### src/rtl/rx_readout_seq.sv
// RX readout sequencer: walks every channel's I/Q/packed words on each
// decimated-sample strobe and streams them into a ping-pong sample RAM.
module rx_readout_seq #(
    parameter int NCHAN  = 4,
    parameter int NSAMPS = 170,
    parameter int ADDR_W = 13,
    localparam int CW    = (NCHAN > 1) ? $clog2(NCHAN) : 1
) (
    input  logic              adc_clk,
    input  logic              reset_n,
    input  logic              enable,
    input  logic              rx_avail_A,
    input  logic [15:0]       rx_dout_A,
    input  logic              clr_overrun,
    output logic [CW-1:0]     rx_chan,
    output logic              rd_i,
    output logic              rd_q,
    output logic              wr_en,
    output logic [ADDR_W-1:0] wr_addr,
    output logic [15:0]       wr_data,
    output logic              buf_ready,
    output logic              ready_half,
    output logic              overrun
);

    localparam int SW = (NSAMPS > 1) ? $clog2(NSAMPS) : 1;
    localparam int HW = NSAMPS * 3 * NCHAN;
    localparam logic [ADDR_W-1:0] ADDR_LAST = ADDR_W'(2 * HW - 1);
    localparam logic [CW-1:0]     CHAN_LAST = CW'(NCHAN - 1);
    localparam logic [SW-1:0]     SAMP_LAST = SW'(NSAMPS - 1);

    typedef enum logic {IDLE, READ} state_t;

    state_t        state, nxt_state;
    logic [CW-1:0] chan, nxt_chan;
    logic [1:0]    word, nxt_word;
    logic          burst_end;
    logic          last_wr;
    logic [SW-1:0] samp;
    logic          half;
    logic          idle_clr;
    logic          half_done;

    always_ff @(posedge adc_clk or negedge reset_n) begin
        if (!reset_n) begin
            state <= IDLE;
            chan  <= '0;
            word  <= '0;
        end else begin
            state <= nxt_state;
            chan  <= nxt_chan;
            word  <= nxt_word;
        end
    end

    always_comb begin
        nxt_state = state;
        nxt_chan  = chan;
        nxt_word  = word;
        burst_end = 1'b0;
        unique case (state)
            IDLE: begin
                if (enable && rx_avail_A) begin
                    nxt_state = READ;
                    nxt_chan  = '0;
                    nxt_word  = '0;
                end
            end
            READ: begin
                if (word == 2'd2) begin
                    nxt_word = '0;
                    if (chan == CHAN_LAST) begin
                        burst_end = 1'b1;
                        nxt_state = IDLE;
                        nxt_chan  = '0;
                    end else begin
                        nxt_chan = chan + 1'b1;
                    end
                end else begin
                    nxt_word = word + 2'd1;
                end
            end
        endcase
    end

    // Selects are registered from next-state so they line up with READ cycles
    always_ff @(posedge adc_clk or negedge reset_n) begin
        if (!reset_n) begin
            rx_chan <= '0;
            rd_i    <= 1'b0;
            rd_q    <= 1'b0;
        end else begin
            rx_chan <= nxt_chan;
            rd_i    <= (nxt_state == READ) && (nxt_word == 2'd0);
            rd_q    <= (nxt_state == READ) && (nxt_word == 2'd1);
        end
    end

    assign idle_clr  = (state == IDLE) && !enable;
    assign half_done = wr_en && last_wr && (samp == SAMP_LAST);

    always_ff @(posedge adc_clk or negedge reset_n) begin
        if (!reset_n) begin
            wr_en   <= 1'b0;
            wr_data <= '0;
            last_wr <= 1'b0;
        end else begin
            wr_en   <= (state == READ);
            last_wr <= burst_end;
            if (state == READ) begin
                wr_data <= rx_dout_A;
            end
        end
    end

    // The final write of a burst may land in IDLE; clearing overrides the bump
    always_ff @(posedge adc_clk or negedge reset_n) begin
        if (!reset_n) begin
            wr_addr    <= '0;
            samp       <= '0;
            half       <= 1'b0;
            buf_ready  <= 1'b0;
            ready_half <= 1'b0;
        end else begin
            buf_ready <= half_done;
            if (half_done) begin
                ready_half <= half;
            end
            if (idle_clr) begin
                wr_addr <= '0;
                samp    <= '0;
                half    <= 1'b0;
            end else begin
                if (wr_en) begin
                    wr_addr <= (wr_addr == ADDR_LAST) ? '0 : wr_addr + 1'b1;
                end
                if (wr_en && last_wr) begin
                    if (samp == SAMP_LAST) begin
                        samp <= '0;
                        half <= ~half;
                    end else begin
                        samp <= samp + 1'b1;
                    end
                end
            end
        end
    end

    always_ff @(posedge adc_clk or negedge reset_n) begin
        if (!reset_n) begin
            overrun <= 1'b0;
        end else if ((state == READ) && rx_avail_A) begin
            overrun <= 1'b1;
        end else if (clr_overrun) begin
            overrun <= 1'b0;
        end
    end

endmodule

### config.mk
export PLATFORM = sky130hd
export DESIGN_NAME = rx_readout_seq
export DESIGN_NICKNAME = d
export VERILOG_FILES = /design/src/rtl/rx_readout_seq.sv
export SDC_FILE = /design/constraint.sdc
export NUM_CORES = 1
export LEC_CHECK = 0
export CAP_MARGIN = 20
export CELL_PAD_IN_SITES_DETAIL_PLACEMENT = 0
export CELL_PAD_IN_SITES_GLOBAL_PLACEMENT = 1
export CORE_UTILIZATION = 34
export CTS_CLUSTER_DIAMETER = 40
export DETAILED_ROUTE_END_ITERATION = 10
export PLACE_DENSITY_LB_ADDON = 0.3
export SKIP_CTS_REPAIR_TIMING = 1
export SLEW_MARGIN = 15
export SYNTH_ARGS = -nofsm -noshare
export SYNTH_HDL_FRONTEND = slang
export SYNTH_SLANG_ARGS = --single-unit
### constraint.sdc
create_clock -name adc_clk -period 1.58 [get_ports adc_clk]
set_input_delay 0.316 -clock adc_clk [delete_from_list [all_inputs] [get_ports adc_clk]]
set_output_delay 0.316 -clock adc_clk [all_outputs]
set_load 0.05 [all_outputs]
# Word-level counts from Yosys, hierarchy flattened
# Index checks and enable logic that the tools add are counted.
[word_totals]
ff_bits = 50
out_inout_bits = 37
word_cells = 67
in_bits = 21
[op_classes]
eq_ne = 7
n_addsub = 4
mux = 25
n_reduce_logical = 15
bitwise_logic = 2
[op_table]
columns = ["operator", "n"]
rows = [
  ["$mux 13", 3],
  ["$mux 8", 3],
  ["$add 13x1->13 const B", 1],
  ["$eq 13x12->1 const B", 1],
  ["$mux 1", 11],
  ["$mux 2", 5],
  ["$add 8x1->8 const B", 1],
  ["$eq 8x8->1 const B", 1],
  ["$pmux 2 s2", 2],
  ["$reduce_bool 2->1", 4],
  ["$logic_and 1x1->1", 7],
  ["$add 2x1->2 const B", 2],
  ["$eq 2x2->1 const B", 2],
  ["$reduce_and 2->1", 2],
  ["$eq 2x1->1 const B", 1],
  ["$logic_not 2->1", 1],
  ["$ne 2x1->1 const B", 1],
  ["$ne 2x2->1 const B", 1],
  ["$not 1->1", 2],
  ["$pmux 1 s2", 1],
  ["$logic_not 1->1", 1],
]

# Depth between registers and ports, before layout
[logic_depth]
word_depth = 5
depth_mapped = 6
ltp_nobuf = 6

# Worst setup path after synthesis
# No wires, ideal clock.
[synth_timing]
kind = "flip-flop to flip-flop"
start = "reg wr_addr[0]"
end = "reg wr_addr[7]"
setup_time_ns = 0.126
synth_period_minus_slack_ns = 1.987
path_stages_with_launch = 7
t_arrival_ns = 1.861
slack_ns = -0.407
required_ns = 1.454
n_path_buf = 1
path_cell_list = "dfrtp_1 ha_1 nand2_1 nor4_4 buf_6 nor4b_1 a311o_1"
[synth_via]
elab_chain_cells = 4
elab_cells_between_ends = 5
classes_between = "1 x add/sub; 1 x eq/ne; 3 x mux"
[synth_lines]
columns = ["item", "line", "rtl"]
rows = [
  ["start, declared", "19", "output logic [ADDR_W-1:0] wr_addr,"],
  ["start signal, assigned", "135", "wr_addr <= (wr_addr == ADDR_LAST) ? '0 : wr_addr + 1'b1;"],
  ["$add 13x1->13 / $eq 13x12->1 (equally long branches)", "135", ""],
  ["$mux 13 (*)", "135", ""],
  ["$mux 13 (*)", "134", "if (wr_en) begin"],
  ["$mux 13 (*)", "129", "if (idle_clr) begin"],
]
# Every way passes the cells marked *; elsewhere a longest branch is shown, timed or not. The select of a mux whose other input is x is not followed.
# A chain may end at the register's enable or synchronous reset.

# Final worst setup path
[layout_timing]
start = "reg wr_addr[4]"
end = "reg wr_addr[7]"
# The elaborated chain is that of the path after synthesis.

==> results.txt <==
The floorplan step defined a core boundary enclosing 0.006422 mm2. The logs give 1.79 ns for the worst endpoint data arrival time and 0 for the total number of yosys warnings. The total count of max-transition violations in the final report was 0; the total via count after detailed routing was 1855.

The run gives 1.75 ns as the required time at the endpoint of the critical path. The setup path with the least slack is of type flip-flop to flip-flop. The reg-to-reg startpoint is wr_addr[4]. The shortest clock period the worst path allows after layout was 1.612 ns. The number of hold violations in the final report is 0. For this design the total switching power over the nets is 2438 uW.

For the die area, the log shows 0.007040 mm2. The flow ran to the end, but the final reports show violations. Once detailed placement completed, the half-perimeter wirelength came to 3881 um. The TritonCTS sink count was 50; the number of buffers on the longest clock path was 2. The number of antenna violations at the first check in global routing was 0; the per-cell routed wire length was 13.57 um. The number of placement rows is 29. For the part of the total power dissipated in the clock network, the log shows 0.160.

The tools report the clock skew as 0.01553 ns. Relative to the synthesized area, the layout overhead comes to 56.66%. The run gives 7 as the number of iterations in the first detailed-routing pass.

The number of max-cap violations was 0; the switching power share of the total was 0.4096. Post-route DRC violation count: 5. The first global-routing pass estimated 8880 um of wire. The final reports fail on DRC, setup timing.

Among all flip-flop cells after synthesis, the most frequent one is dfrtp_1. The count of nets left with antenna violations once routing finished came out at 0. Dividing total power by cell area gives a power density of 1666 mW/mm2. The most frequent standard cell in the layout excluding fill and tap cells is buf_4.

The sequential share of power came out at 0.328. In the final design database the tool counted 318 nets. The pin count of the biggest net entering global routing came out at 26. Setup repair after global routing could not meet its margin everywhere. Setup violations remaining at the end of the flow were counted as 2. The post-CTS clock slew at the launch and capture registers of the worst setup and hold paths works out to 0.10 ns. Counting every net in the synthesized netlist gives 224. The repair_antennas step left the layout with diodes totalling 0.

The routed wire length came out at 5033 um. For this run, the top clock speed supported by timing is 620.4 MHz. Setup total negative slack on the finished layout was measured at -0.04832 ns. The total leakage power is 0.001544 uW, and the per-cell via count in the routed design is 5.000. Before CTS, the worst setup slack after placement is -0.2652 ns. The layout has 560 filler cells. Across all register-to-register paths, the minimum setup slack is -0.03 ns. In this run the vertical extent of the chip is 83.91 um. The run gives 0.7080 as the tightest slew margin relative to the limit.

The synthesized area per cell is 11.46 um2, and the number of synthesized register bits is 50. The tools report the reg-to-reg endpoint as wr_addr[7]. The count of boundary I/O pins was 58.

The min-delay analysis places its worst path in the category primary input to asynchronous set/reset pin. For the utilization of the core after routing, the log shows 0.5564. The H-tree was split into 2 levels. The cell sitting at the root of the clock tree is a clkbuf_8.

The global-route usage over all layers was 0.1580; the number of global-route vias before repair was 1933. The share of total power in combinational logic was 0.512. Synthesis handed over a netlist of 199 instances. The final design instance area without fill is 0.003573 mm2.

The width of the die came out at 83.91 um. STA classifies the critical path endpoint as a flip-flop. The placed instances occupy a cell area of 0.003369 mm2. The fraction of layout instances using a drive strength above 1 was 0.4490.

Port buffering added 57 buffers. The proportion of synthesized flip-flops having asynchronous set or reset works out to 1.000. The number of distinct library cells after synthesis is 43, and the worst-case reg-to-reg path depth is 5.

The run gives 0.002281 mm2 as the post-synth design cell area. The number of buffers created by CTS was 5. The initial core utilization was 0.3552. The slew at the pin closest to its max-slew limit was 0.4380 ns; the cell-internal power was 3514 uW. After global routing the overflow that remains totals 0. The run gives 0.001109 mm2 as the footprint of the multi-input gates. Of all nets on the critical path, the largest fanout is 4. For the worst path setup slack after routing, the log shows -0.03186 ns. Clock latency on the worst-skew pair, taken at its later pin, is 0.30 ns. TritonCTS built the clock tree. Counting flops with a built-in enable in the synthesized netlist gives 0.

In the layout the commonest cells are 54 x buf_4, 36 x dfrtp_1, 19 x clkdlybuf4s50_1. The post-layout total power was 5952 uW. Registers take 0.001269 mm2.

After the first detailed-routing iteration, the DRC count stood at 80. The tools report the worst ir drop on vdd as 918.8 uV. Sequential area share after synthesis: 0.5485.

Routability-driven placement finished with a final weighted congestion of 0.7592. The kind of launch point of the worst setup path was a flip-flop. The share of the clock period used by the worst path works out to 1.020.
==> how the worst max path moves through the flow <==
stage | startpoint | end | slack [ns] | depth (start not counted)
after floorplan | wr_addr[12] | wr_addr[7] | -0.07 | 5
after global placement | enable | wr_addr[7] | -0.25 | 4
after detailed placement | enable | wr_addr[7] | -0.27 | 4
after CTS | wr_addr[12] | wr_addr[11] | -0.03 | 5
after global routing | wr_addr[4] | wr_addr[7] | -0.08 | 5
final | wr_addr[4] | wr_addr[7] | -0.03 | 5
==> metrics by stage <==
stage                     hold slack [ns]  std cells
after floorplan                   0.02041        199
after global placement             0.2849        361
after detailed placement           0.2891        361
after CTS                        -0.05166        369
after global routing               0.5203        371
final                              0.4831        371
==> sequential cells by signal, indices dropped and copies added (netlist names) <==
register	cells
rd_q	1
buf_ready	1
half	1
word	2
wr_data	16
wr_addr	13
wr_en	1
samp	8
last_wr	1
rd_i	1
overrun	1
rx_chan	2
state	1
ready_half	1
==> kinds of logic after synthesis <==
| group | share of synthesized area |
|---|---|
| DFF | 0.5485 |
| adders and majority gates | 0.02194 |
| buffers and inverters | 0.01755 |
| and+or+nand+nor | 0.1898 |
| xor gates and xnor gates | 0.04224 |
| muxes | 0.08393 |
| AOI/OAI and AO/OA | 0.09599 |
==> cell type report <==
type                       instances  share of cell area
sequential                        50              0.3550
timing repair buffer              93              0.2717
clock buffer                       6             0.02311
clock inverter                     2             0.01085
tap                               77             0.02696
inverter                           2            0.002101
multi-input combinational        141              0.3102
==> power by group through the flow <==
stage                     sequential (uW)  clock (uW)  combinational, uW
after global placement               1950           0               3000
final                                1950         953               3050
after global routing                 2000        1030               3250
after CTS                            1950         986               3030
after detailed placement             1960           0               3030
after floorplan                      2810           0                821
==> critical path: stages (launching register included) <==
cell	delay (ns)
dfrtp_2	0.43
nand4bb_4	0.23
nor4_4	0.29
buf_4	0.18
nor4_2	0.05
a311o_1	0.32
==> metal layers <==
metal | vias up | wire length (um) | track usage
met1 | 883 | 2314 | 0.2067
li1 | 909 | - | -
met4 | 0 | 97 | 0.06426
met5 | - | 0 | 0
met2 | 53 | 2309 | 0.2474
met3 | 10 | 312 | 0.04352
==> Yosys cell counts, types with 3 or more instances <==
cell | instances | share of area
xnor2_1 | 6 | 0.023
mux2_2 | 17 | 0.084
nor2_1 | 17 | 0.028
nand2_1 | 19 | 0.031
nand3_1 | 9 | 0.020
nor3b_1 | 4 | 0.013
o31ai_1 | 3 | 0.0099
nor3_1 | 8 | 0.018
xor2_1 | 5 | 0.019
nand4_1 | 3 | 0.0082
o21ai_0 | 5 | 0.011
ha_1 | 4 | 0.022
dfrtp_1 | 50 | 0.55
nor4_1 | 4 | 0.011
a21oi_1 | 3 | 0.0066
a22o_1 | 5 | 0.019
(Power assumes the default switching activity.)
